## src/rtl/usb_rx_data_buffer.sv

```systemverilog
// usb_rx_data_buffer: 64-byte first-word-fall-through receive buffer.
// Ports: clk, n_rst, store/data in, get, flush; rx_data, occupancy, empty/full/overflow (USB_RX_BUF_OVF_EN).
module usb_rx_data_buffer #(
  parameter int DEPTH = 64,
  parameter int OCC_W = 7
) (
  input  logic             clk,
  input  logic             n_rst,
  input  logic             store_rx_packet_data,
  input  logic [7:0]       rx_packet_data,
  input  logic             get_rx_data,
  input  logic             flush,
  output logic [7:0]       rx_data,
  output logic [OCC_W-1:0] buffer_occupancy,
  output logic             empty,
  output logic             full,
  output logic             overflow
);

  localparam int PW = $clog2(DEPTH);

  logic [7:0]       mem_q [DEPTH];
  logic [PW-1:0]    wptr_q, wptr_d;
  logic [PW-1:0]    rptr_q, rptr_d;
  logic [OCC_W-1:0] occ_q, occ_d;
  logic             wr_en, rd_en;

  assign empty            = (occ_q == '0);
  assign full             = (occ_q == OCC_W'(DEPTH));
  assign buffer_occupancy = occ_q;
  assign rx_data          = empty ? 8'h00 : mem_q[rptr_q];

  // A read frees a slot in the same cycle, so a full buffer
  // still accepts a write when it is also being read.
  assign rd_en = get_rx_data & ~empty & ~flush;
  assign wr_en = store_rx_packet_data & (~full | rd_en) & ~flush;

  always_comb begin
    wptr_d = wptr_q;
    rptr_d = rptr_q;
    occ_d  = occ_q;
    if (flush) begin
      wptr_d = '0;
      rptr_d = '0;
      occ_d  = '0;
    end else begin
      if (wr_en) wptr_d = wptr_q + PW'(1);
      if (rd_en) rptr_d = rptr_q + PW'(1);
      unique case ({wr_en, rd_en})
        2'b10:   occ_d = occ_q + OCC_W'(1);
        2'b01:   occ_d = occ_q - OCC_W'(1);
        default: occ_d = occ_q;
      endcase
    end
  end

  always_ff @(posedge clk or negedge n_rst) begin
    if (!n_rst) begin
      wptr_q <= '0;
      rptr_q <= '0;
      occ_q  <= '0;
    end else begin
      wptr_q <= wptr_d;
      rptr_q <= rptr_d;
      occ_q  <= occ_d;
    end
  end

  always_ff @(posedge clk) begin
    if (wr_en) mem_q[wptr_q] <= rx_packet_data;
  end

`ifdef USB_RX_BUF_OVF_EN
  logic ovf_q, ovf_d;

  always_comb begin
    ovf_d = ovf_q;
    if (flush)
      ovf_d = 1'b0;
    else if (store_rx_packet_data & full & ~get_rx_data)
      ovf_d = 1'b1;
  end

  always_ff @(posedge clk or negedge n_rst) begin
    if (!n_rst) ovf_q <= 1'b0;
    else        ovf_q <= ovf_d;
  end

  assign overflow = ovf_q;
`else
  assign overflow = 1'b0;
`endif

endmodule
```

## config.mk

```make
export PLATFORM = sky130hd
export DESIGN_NAME = usb_rx_data_buffer
export DESIGN_NICKNAME = d
export VERILOG_FILES = /design/src/rtl/usb_rx_data_buffer.sv
export SDC_FILE = /design/constraint.sdc
export NUM_CORES = 1
export LEC_CHECK = 0
export ABC_AREA = 1
export CAP_MARGIN = 40
export CORE_MARGIN = 2
export CORE_UTILIZATION = 39
export DETAILED_ROUTE_END_ITERATION = 6
export PLACE_DENSITY = 0.59
export SLEW_MARGIN = 10
export SYNTH_ARGS = -nofsm -noshare
export SYNTH_HDL_FRONTEND = slang
export SYNTH_SLANG_ARGS = --single-unit
export TNS_END_PERCENT = 10
```

## constraint.sdc

```tcl
create_clock -name clk -period 7.1 [get_ports clk]
set_input_delay 1.775 -clock clk [delete_from_list [all_inputs] [get_ports clk]]
set_output_delay 1.775 -clock clk [all_outputs]
set_load 0.02 [all_outputs]
```

After elaboration in Yosys (flattened, before gate mapping)
Memory sizes are Yosys's and may differ from the RTL's.
Cells that the tools add are included.
- bits in registers: 19
- latch bits: 0
- RAM bits: 512
- ROM bits: 0
- input bits: 13
- output and inout port bits: 18
- word-level logic and storage cells: 32
- memories kept: 1
- memory list (name ; depth ; bits a word ; read ports ; clocked after Yosys merged registers in ; write ports ; RTL line ; text):
    mem_q ; 64 ; 8 ; 1 ; 0 ; 1 ; 22 ; logic [7:0] mem_q [DEPTH];
- add/subtract/negate cells: 4
- $mul: 0
- div/mod/pow operators: 0
- order comparisons: 0
- equal/unequal tests: 3
- shifts and indexed selects: 0
- muxes and demuxes: 9
- bitwise logic cells: 8
- reductions and logical operators: 4
- operator list (operator ; count):
    6-bit 2-to-1 mux ; 4
    7-bit one-hot mux with 2 select lines ; 1
    6-bit by 1-bit adder with 6-bit output, second input constant ; 2
    8-bit 2-to-1 mux ; 1
    7-bit by 1-bit adder with 7-bit output, second input constant ; 1
    7-bit == test, second input constant ; 1
    7-bit zero test ; 1
    7-bit 2-to-1 mux ; 1
    7-bit by 1-bit subtractor with 7-bit output, second input constant ; 1
    1-bit AND ; 4
    2-bit nonzero test ; 2
    1-bit NOT ; 3
    3-bit nonzero test ; 1
    2-bit by 1-bit == test with 1-bit output, second input constant ; 1
    2-bit == test, second input constant ; 1
    1-bit 2-to-1 mux ; 2
    1-bit bitwise OR ; 1

Depth between registers and ports, before layout
Gate-level depths: netlist of run 1.
- depth in word-level cells: 10
- depth in mapped cells: 17
- mapped depth without buffers: 17

Least setup slack after synthesis of run 1
Ideal clock, no wire load.
- path type: register to output
- start point: register rptr_q[0]
- end point: output rx_data[5]
- arrival time: 1.806 ns
- setup slack: 3.519 ns
- stages on the path, launching flop included: 12
- path through: dfrtp_1 buf_4 inv_2 buf_4 buf_6 buf_2 o21ai_0 o221ai_1 nand3_1 nand3_1 nand3_1 a21oi_1
- cells in the longest elaborated chain, start to end: 2
- RTL lines (what ; RTL line ; text):
    start, declared ; 24 ; logic [PW-1:0] rptr_q, rptr_d;
    start signal, assigned ; 64 ; rptr_q <= rptr_d;
    memory 64 x 8 bit ; n/a ;
    8-bit 2-to-1 mux ; 31 ; assign rx_data = empty ? 8'h00 : mem_q[rptr_q];
    end, declared ; 13 ; output logic [7:0] rx_data,
Every way passes these cells.

Worst setup path in the final report of run 1
Same ends and word-level chain as after synthesis.

==> impl_metrics.ini, run 1 <==
[global_routing]
initial_antenna_violation_count = 0
grt_max_degree = 128
grt_pass1_wl_um = 85260
overflow = 0
grt_usage_pct = 19.87
first_global_vias = 13530

[clock_tree]
root_buffer = sky130_fd_sc_hd__clkbuf_16
clock_tree_buffer_depth = 3
clk_transition_reported_paths_ns = 0.06
clock_tree.htree_level_count = 2
clock_tree_from_tritoncts = built
post_cts_setup_buffer_count = 0
cts_hold_repair.buffers = 0
clock_sink_count = 531
clk_latency_ns = 0.62
cts-resized-gates = 0
numCtsBuffers = 54

[timing]
fin_setup_tns_ns = 0
layout_worst_path_cycle_share_pct = 84.53
final_period_minus_worst_setup_slack_ns = 6.002
slew_viol_final = 0
final.setup.worst_slack_ns = 1.098
transition_time_of_the_tightest_slew_check_pin_ns = 0.9445
slew_headroom_pct = 37.03
grt_setup_unrepaired = false
finalHoldWorstSlack_ns = 0.6010
finalHoldViolCount = 0
finalSetupViolCount = 0
timing.clock.skew_ns = 0.02381
fmax_mhz = 166.6

[drt]
drt-pass1-iter-count = 7
avgViaCountPerCell = 5.757
wl_per_cell_um = 23.34
met2_wirelength_um = 26200
route.vias.total = 14000
drtIter0Drc = 1346
met3RoutedLength_um = 4111
maxUsedRoutingLayer = met4
wire_length_on_met1_um = 24690
post-route-drc-count = 0
routed_wl_um = 56770
drt.antenna.violating_nets = 0

[critical_path]
crit_start = rptr_q[0]$_DFFE_PN0P_
cp-end-kind = output port
timing.critical_path.slowest_stage_cell = sky130_fd_sc_hd__clkdlybuf4s50_1
regToRegSetupSlack_ns = 3.99
crit_buf_inv = 3
rr_startpoint = buffer_occupancy[3]$_DFFE_PN0P_
critical-path-top-cell-by-count = sky130_fd_sc_hd__nand3_1
startpoint_type = flop
worstPathRequired_ns = 5.33
path_cells = inv_6 > buf_4 > o21ai_0 > o221ai_1 > nand3_1 > nand3_1 > nand3_1 > a21oi_1 > clkdlybuf4s50_1
category_of_the_critical_setup_timing_path = flop to output port
worst-path-max-fanout = 90
timing.rr.end = mem_q[33][2]$_DFFE_PP_
critical_path.top_delay_family = buffers and inverters
critical-path-max-stage-delay_ns = 0.69
arrival_ns = 4.23
r2r_cells = 10

[final_layout]
filler_cell_count = 4932
flow.area_growth_from_synthesis_pct = 13.36
num-nets-final = 1701
n_antenna_cell = 0
finalInstanceArea_mm2 = 0.02447
final_layout_size_suffix_gt1_share_pct = 10.36

[place]
finalWeightedCongestion = 0.8464
port-buffer-count = 29
postPlaceCellArea_mm2 = 0.02264
place_ws_ns = 1.849
hpwl_um = 31810

[hold_path]
holdCritPathClass = flop to flop
worst_hold_path.num_cells = 2
min_to = buffer_occupancy[5]$_DFFE_PN0P_
worstHoldStart = buffer_occupancy[5]$_DFFE_PN0P_

[synth]
synthesis.nets = 1685
synth.lib_cells_used.distinct = 37
synthesis.area_mm2 = 0.02159
sequential_area_share_after_synthesis_pct = 73.43
yosys_warnings = 0
synth_top_cells_by_area = sky130_fd_sc_hd__edfxtp_1 (71%), sky130_fd_sc_hd__o21ai_0 (6.2%), sky130_fd_sc_hd__nor2_1 (5.7%)
post_syn_instances = 1668
synth.top_cell.area_share_pct = 71.23
synth.ff_latch_count = 531
avgSynthCellArea_um2 = 12.94
yosysTopAreaCell = sky130_fd_sc_hd__edfxtp_1

[job]
drv.max_cap_violation_count = 0

[die]
core_mm2 = 0.05488
total_die_area_mm2 = 0.05725
fp.dieH_um = 239.3
die_w_um = 239.3
effective_utilization_at_floorplan_pct = 39.33
core.rowCount = 86
top_level_ports = 31

[run_status]
run_status = complete, no violations

[pwr]
powerDensity_mw_per_mm2 = 276.4
fin_total_pwr_uw = 6764
vdd_drop_max_mv = 0.2115
power.static_leakage_uw = 0.007893
per-stage QoR:
stage | utilization, % | instances
floorplan | - | 1668
global placement | 40.99 | 2315
detailed placement | 41.26 | 2330
CTS | 44.56 | 2430
global route | 44.59 | 2432
finish | 44.59 | 2432
worst register-to-register path, cell delays in order, from the launching register on:
cell and delay, ns:
sky130_fd_sc_hd__dfrtp_1 0.47, sky130_fd_sc_hd__inv_2 0.06, sky130_fd_sc_hd__nand2_1 0.14, sky130_fd_sc_hd__nor2_2 0.08
sky130_fd_sc_hd__nand2_2 0.12, sky130_fd_sc_hd__nand3_4 0.13, sky130_fd_sc_hd__nand4_2 0.15, sky130_fd_sc_hd__nand2_4 0.09
sky130_fd_sc_hd__nor2_4 0.32, sky130_fd_sc_hd__nand2_1 0.38, sky130_fd_sc_hd__nor2_1 0.78
routing by layer:
metal  GRT usage (%)  vias to the layer above
met2           30.81                      565
met5               0                        -
met3           3.976                      115
met4           7.027                        0
met1           27.92                     7011
li1                -                     6310
Yosys cell counts (all sizes together):
| cell | instances |
|---|---|
| clkinv | 1 |
| o21ai | 274 |
| nor3b | 1 |
| nand3 | 124 |
| a21oi | 21 |
| o221ai | 119 |
| conb | 1 |
| o22ai | 6 |
| ha | 4 |
| o21bai | 2 |
| nor4 | 1 |
| buf | 48 |
| clkbuf | 66 |
| edfxtp | 512 |
| nand4 | 11 |
| xnor2 | 3 |
| nor3 | 13 |
| o211ai | 3 |
| nor2 | 335 |
| o41ai | 1 |
| nand2 | 60 |
| inv | 43 |
| dfrtp | 19 |
cell families after synthesis:
kind of cell	count (synthesis)	share of synthesized area, %
other cells	1	0.01737
simple gates	545	10.96
buf+inv	158	3.118
compound gates	426	12.13
fa+ha+maj	4	0.2319
xor+xnor	3	0.1217
flops	531	73.43
state kept, by name (all words and copies together) (netlist names):
| name | cells |
|---|---|
| rptr_q | 6 |
| wptr_q | 6 |
| buffer_occupancy | 7 |
| mem_q | 512 |
where the power goes:
part	internal, µW	switching (µW)
Combinational	107	302
Sequential	3440	13.2
Clock	1690	1210
Total	5240	1530
layout make-up:
type | instances | area [µm²] | share of cell area, %
timing repair buffer | 74 | 674.4 | 2.756
sequential | 531 | 15860 | 64.81
inverter | 44 | 171.4 | 0.7005
clock inverter | 35 | 387.9 | 1.585
multi-input combinational | 979 | 5072 | 20.73
clock buffer | 65 | 1423 | 5.814
tap | 704 | 880.8 | 3.600
placed cells by master (no fill, tap or decap), drive strengths merged, types with 4 or more instances in the layout:
cell           synthesis  final
edfxtp               512    512
nor2                 335    335
o21ai                274    274
nand3                124    124
o221ai               119    119
clkbuf                66     65
nand2                 60     60
buf                   48     53
inv                   43     44
clkinv                 1     25
clkdlybuf4s50          0     21
a21oi                 21     21
dfrtp                 19     19
nor3                  13     13
nand4                 11     11
bufinv                 0      7
o22ai                  6      6
ha                     4      4
worst max-delay path by stage:
stage,endpoint,depth (start not counted),slack (ns)
after global placement,rx_data[7],9,1.80
after floorplan,rx_data[5],11,3.52
after global routing,rx_data[0],9,0.83
final,rx_data[5],9,1.10
after CTS,rx_data[7],9,1.18
after detailed placement,rx_data[7],9,1.85
Power figures use the tool's default switching activity.
==> inputs of run 2 (changes only) <==
- clock period: 7.1 -> 5.81 ns (I/O delays scaled with it)
==> impl_metrics.ini, run 2 (synthesis gave the netlist of run 1 again) <==
[run_status]
run_status = complete, no violations

[final_layout]
final_layout_size_suffix_gt1_share_pct = 8.932
commonest_non_fill_non_tap_cell_in_the_layout = sky130_fd_sc_hd__edfxtp_1
num-nets-final = 1689
flip_flop_count_of_the_largest_register_all_copies_and_words_added = 512
regArea_mm2 = 0.01586
area_taken_by_multi_input_logic_gates_mm2 = 0.005067
filler_cell_count = 4927
largest_register = mem_q
final_cell_mix = sky130_fd_sc_hd__edfxtp_1 (512), sky130_fd_sc_hd__nor2_1 (326), sky130_fd_sc_hd__o21ai_0 (269)
flow.area_growth_from_synthesis_pct = 12.51

[global_routing]
grt_max_degree = 142
initial_antenna_violation_count = 1
global_route_track_usage_on_met3_pct = 3.308
grt.met2_usage_pct = 29.63
global_route.usage.met1_pct = 27.71
first_global_vias = 13510
overflow = 0
grt_pass1_wl_um = 83340
grt_usage_pct = 19.36
gr-max-usage-layer = met2

[drt]
avgViaCountPerCell = 5.729
drt-pass1-iter-count = 5
drt.antenna.violating_nets = 0
post-route-drc-count = 0
drtIter0Drc = 1257
route.vias.total = 13850
routed_wl_um = 55260
wl_per_cell_um = 22.85

[timing]
finalHoldViolCount = 0
grt_setup_unrepaired = false
timing.clock.skew_ns = 0.01642
finalHoldWorstSlack_ns = 0.5732
slew_headroom_pct = 39.03
finalSetupViolCount = 0
layout_worst_path_cycle_share_pct = 91.33
transition_time_of_the_tightest_slew_check_pin_ns = 0.9113
fin_setup_tns_ns = 0
fmax_mhz = 188.5
slew_viol_final = 0
final_period_minus_worst_setup_slack_ns = 5.306

[critical_path]
worstPathRequired_ns = 4.36
arrival_ns = 3.85
category_of_the_critical_setup_timing_path = flop to output port
timing.critical_path.slowest_stage_cell = sky130_fd_sc_hd__clkdlybuf4s50_1
path_cells = clkinv_2 > buf_12 > o21ai_0 > o221ai_1 > nand3_1 > nand3_1 > nand3_1 > a21oi_1 > clkdlybuf4s50_1
startpoint_type = flop
cp-end-kind = output port
r2r_cells = 10
critical-path-max-stage-delay_ns = 0.70
worst-path-max-fanout = 56
critical-path-top-cell-by-count = sky130_fd_sc_hd__nand3_1

[place]
finalWeightedCongestion = 0.8382
hpwl_um = 30840
port-buffer-count = 29

[clock_tree]
clock_tree_from_tritoncts = built
clk_latency_ns = 0.60
numCtsBuffers = 53
post_cts_setup_buffer_count = 0
cts-resized-gates = 0
cts_hold_repair.buffers = 0
root_buffer = sky130_fd_sc_hd__clkbuf_16
clk_transition_reported_paths_ns = 0.06
clock_tree_buffer_depth = 3
clock_tree.htree_level_count = 2
clock_sink_count = 531

[pwr]
fin_total_pwr_uw = 8036
power.static_leakage_uw = 0.007790
powerDensity_mw_per_mm2 = 330.9
vdd_drop_max_mv = 0.2426

[die]
fp.dieH_um = 239.3
total_die_area_mm2 = 0.05725
core.rowCount = 86
core_mm2 = 0.05488
effective_utilization_at_floorplan_pct = 39.33
die_w_um = 239.3
top_level_ports = 31

[hold_path]
holdCritPathClass = flop to flop
worst_hold_path.num_cells = 2

[job]
drv.max_cap_violation_count = 0
[run 2: cell types whose count changed in the layout (fill, tap and decap cells not counted), sizes merged, moves of 2 or more]
| cell | previous run | this run |
|---|---|---|
| buf | 53 | 42 |
| clkinvlp | 3 | 1 |
| clkbuf | 65 | 62 |
| bufinv | 7 | 4 |
| clkinv | 25 | 30 |
[run 2: worst max-delay path, delay by kind of cell, from the launching register on]
family	cells	cell delay [ns]
buffers and inverters	3	1.42
and+or+nand+nor	3	0.52
AOI/OAI and AO/OA	3	0.78
DFF	1	0.49
[run 2: worst paths after layout]
| check | from | endpoint | slack (ns) |
|---|---|---|---|
| max | rptr_q[1]$_DFFE_PN0P_ | rx_data[5] | 0.50 |
| min | buffer_occupancy[5]$_DFFE_PN0P_ | buffer_occupancy[5]$_DFFE_PN0P_ | 0.57 |
| max reg2reg | buffer_occupancy[2]$_DFFE_PN0P_ | mem_q[9][7]$_DFFE_PP_ | 2.77 |
| min reg2reg | buffer_occupancy[5]$_DFFE_PN0P_ | buffer_occupancy[5]$_DFFE_PN0P_ | 0.57 |
| max in group asynchronous | n_rst | wptr_q[5]$_DFFE_PN0P_ | 4.14 |
| min in group asynchronous | n_rst | buffer_occupancy[5]$_DFFE_PN0P_ | 1.20 |
[run 2: layout make-up]
type | count | area share, %
Antenna cell | 1 | 0.01030
Sequential cell | 531 | 65.30
Clock inverter | 34 | 1.097
Tap cell | 704 | 3.627
Inverter | 44 | 0.7058
Multi-Input combinational cell | 979 | 20.86
Timing Repair Buffer | 63 | 2.622
Clock buffer | 62 | 5.775
[run 2: per-stage QoR]
stage,instances,cell area [µm²],utilization (%),setup WS [ns]
after floorplan,1668,21590,-,2.551
after global placement,2312,22500,41.01,1.083
after detailed placement,2320,22610,41.20,1.160
after CTS,2416,24280,44.24,0.5289
after global routing,2417,24280,44.25,0.3598
final,2418,24290,44.26,0.5040
[run 2: report_power, final]
part           switching (µW)  internal, µW
combinational             383           131
sequential               8.82          4210
clock                    1410          1890
total                    1800          6230
[run 2: metal layers]
layer	vias to the layer above	wire length (µm)
li1	6291	-
met1	6913	24490
met2	541	25100
met3	106	3747
met4	2	1923
met5	-	7
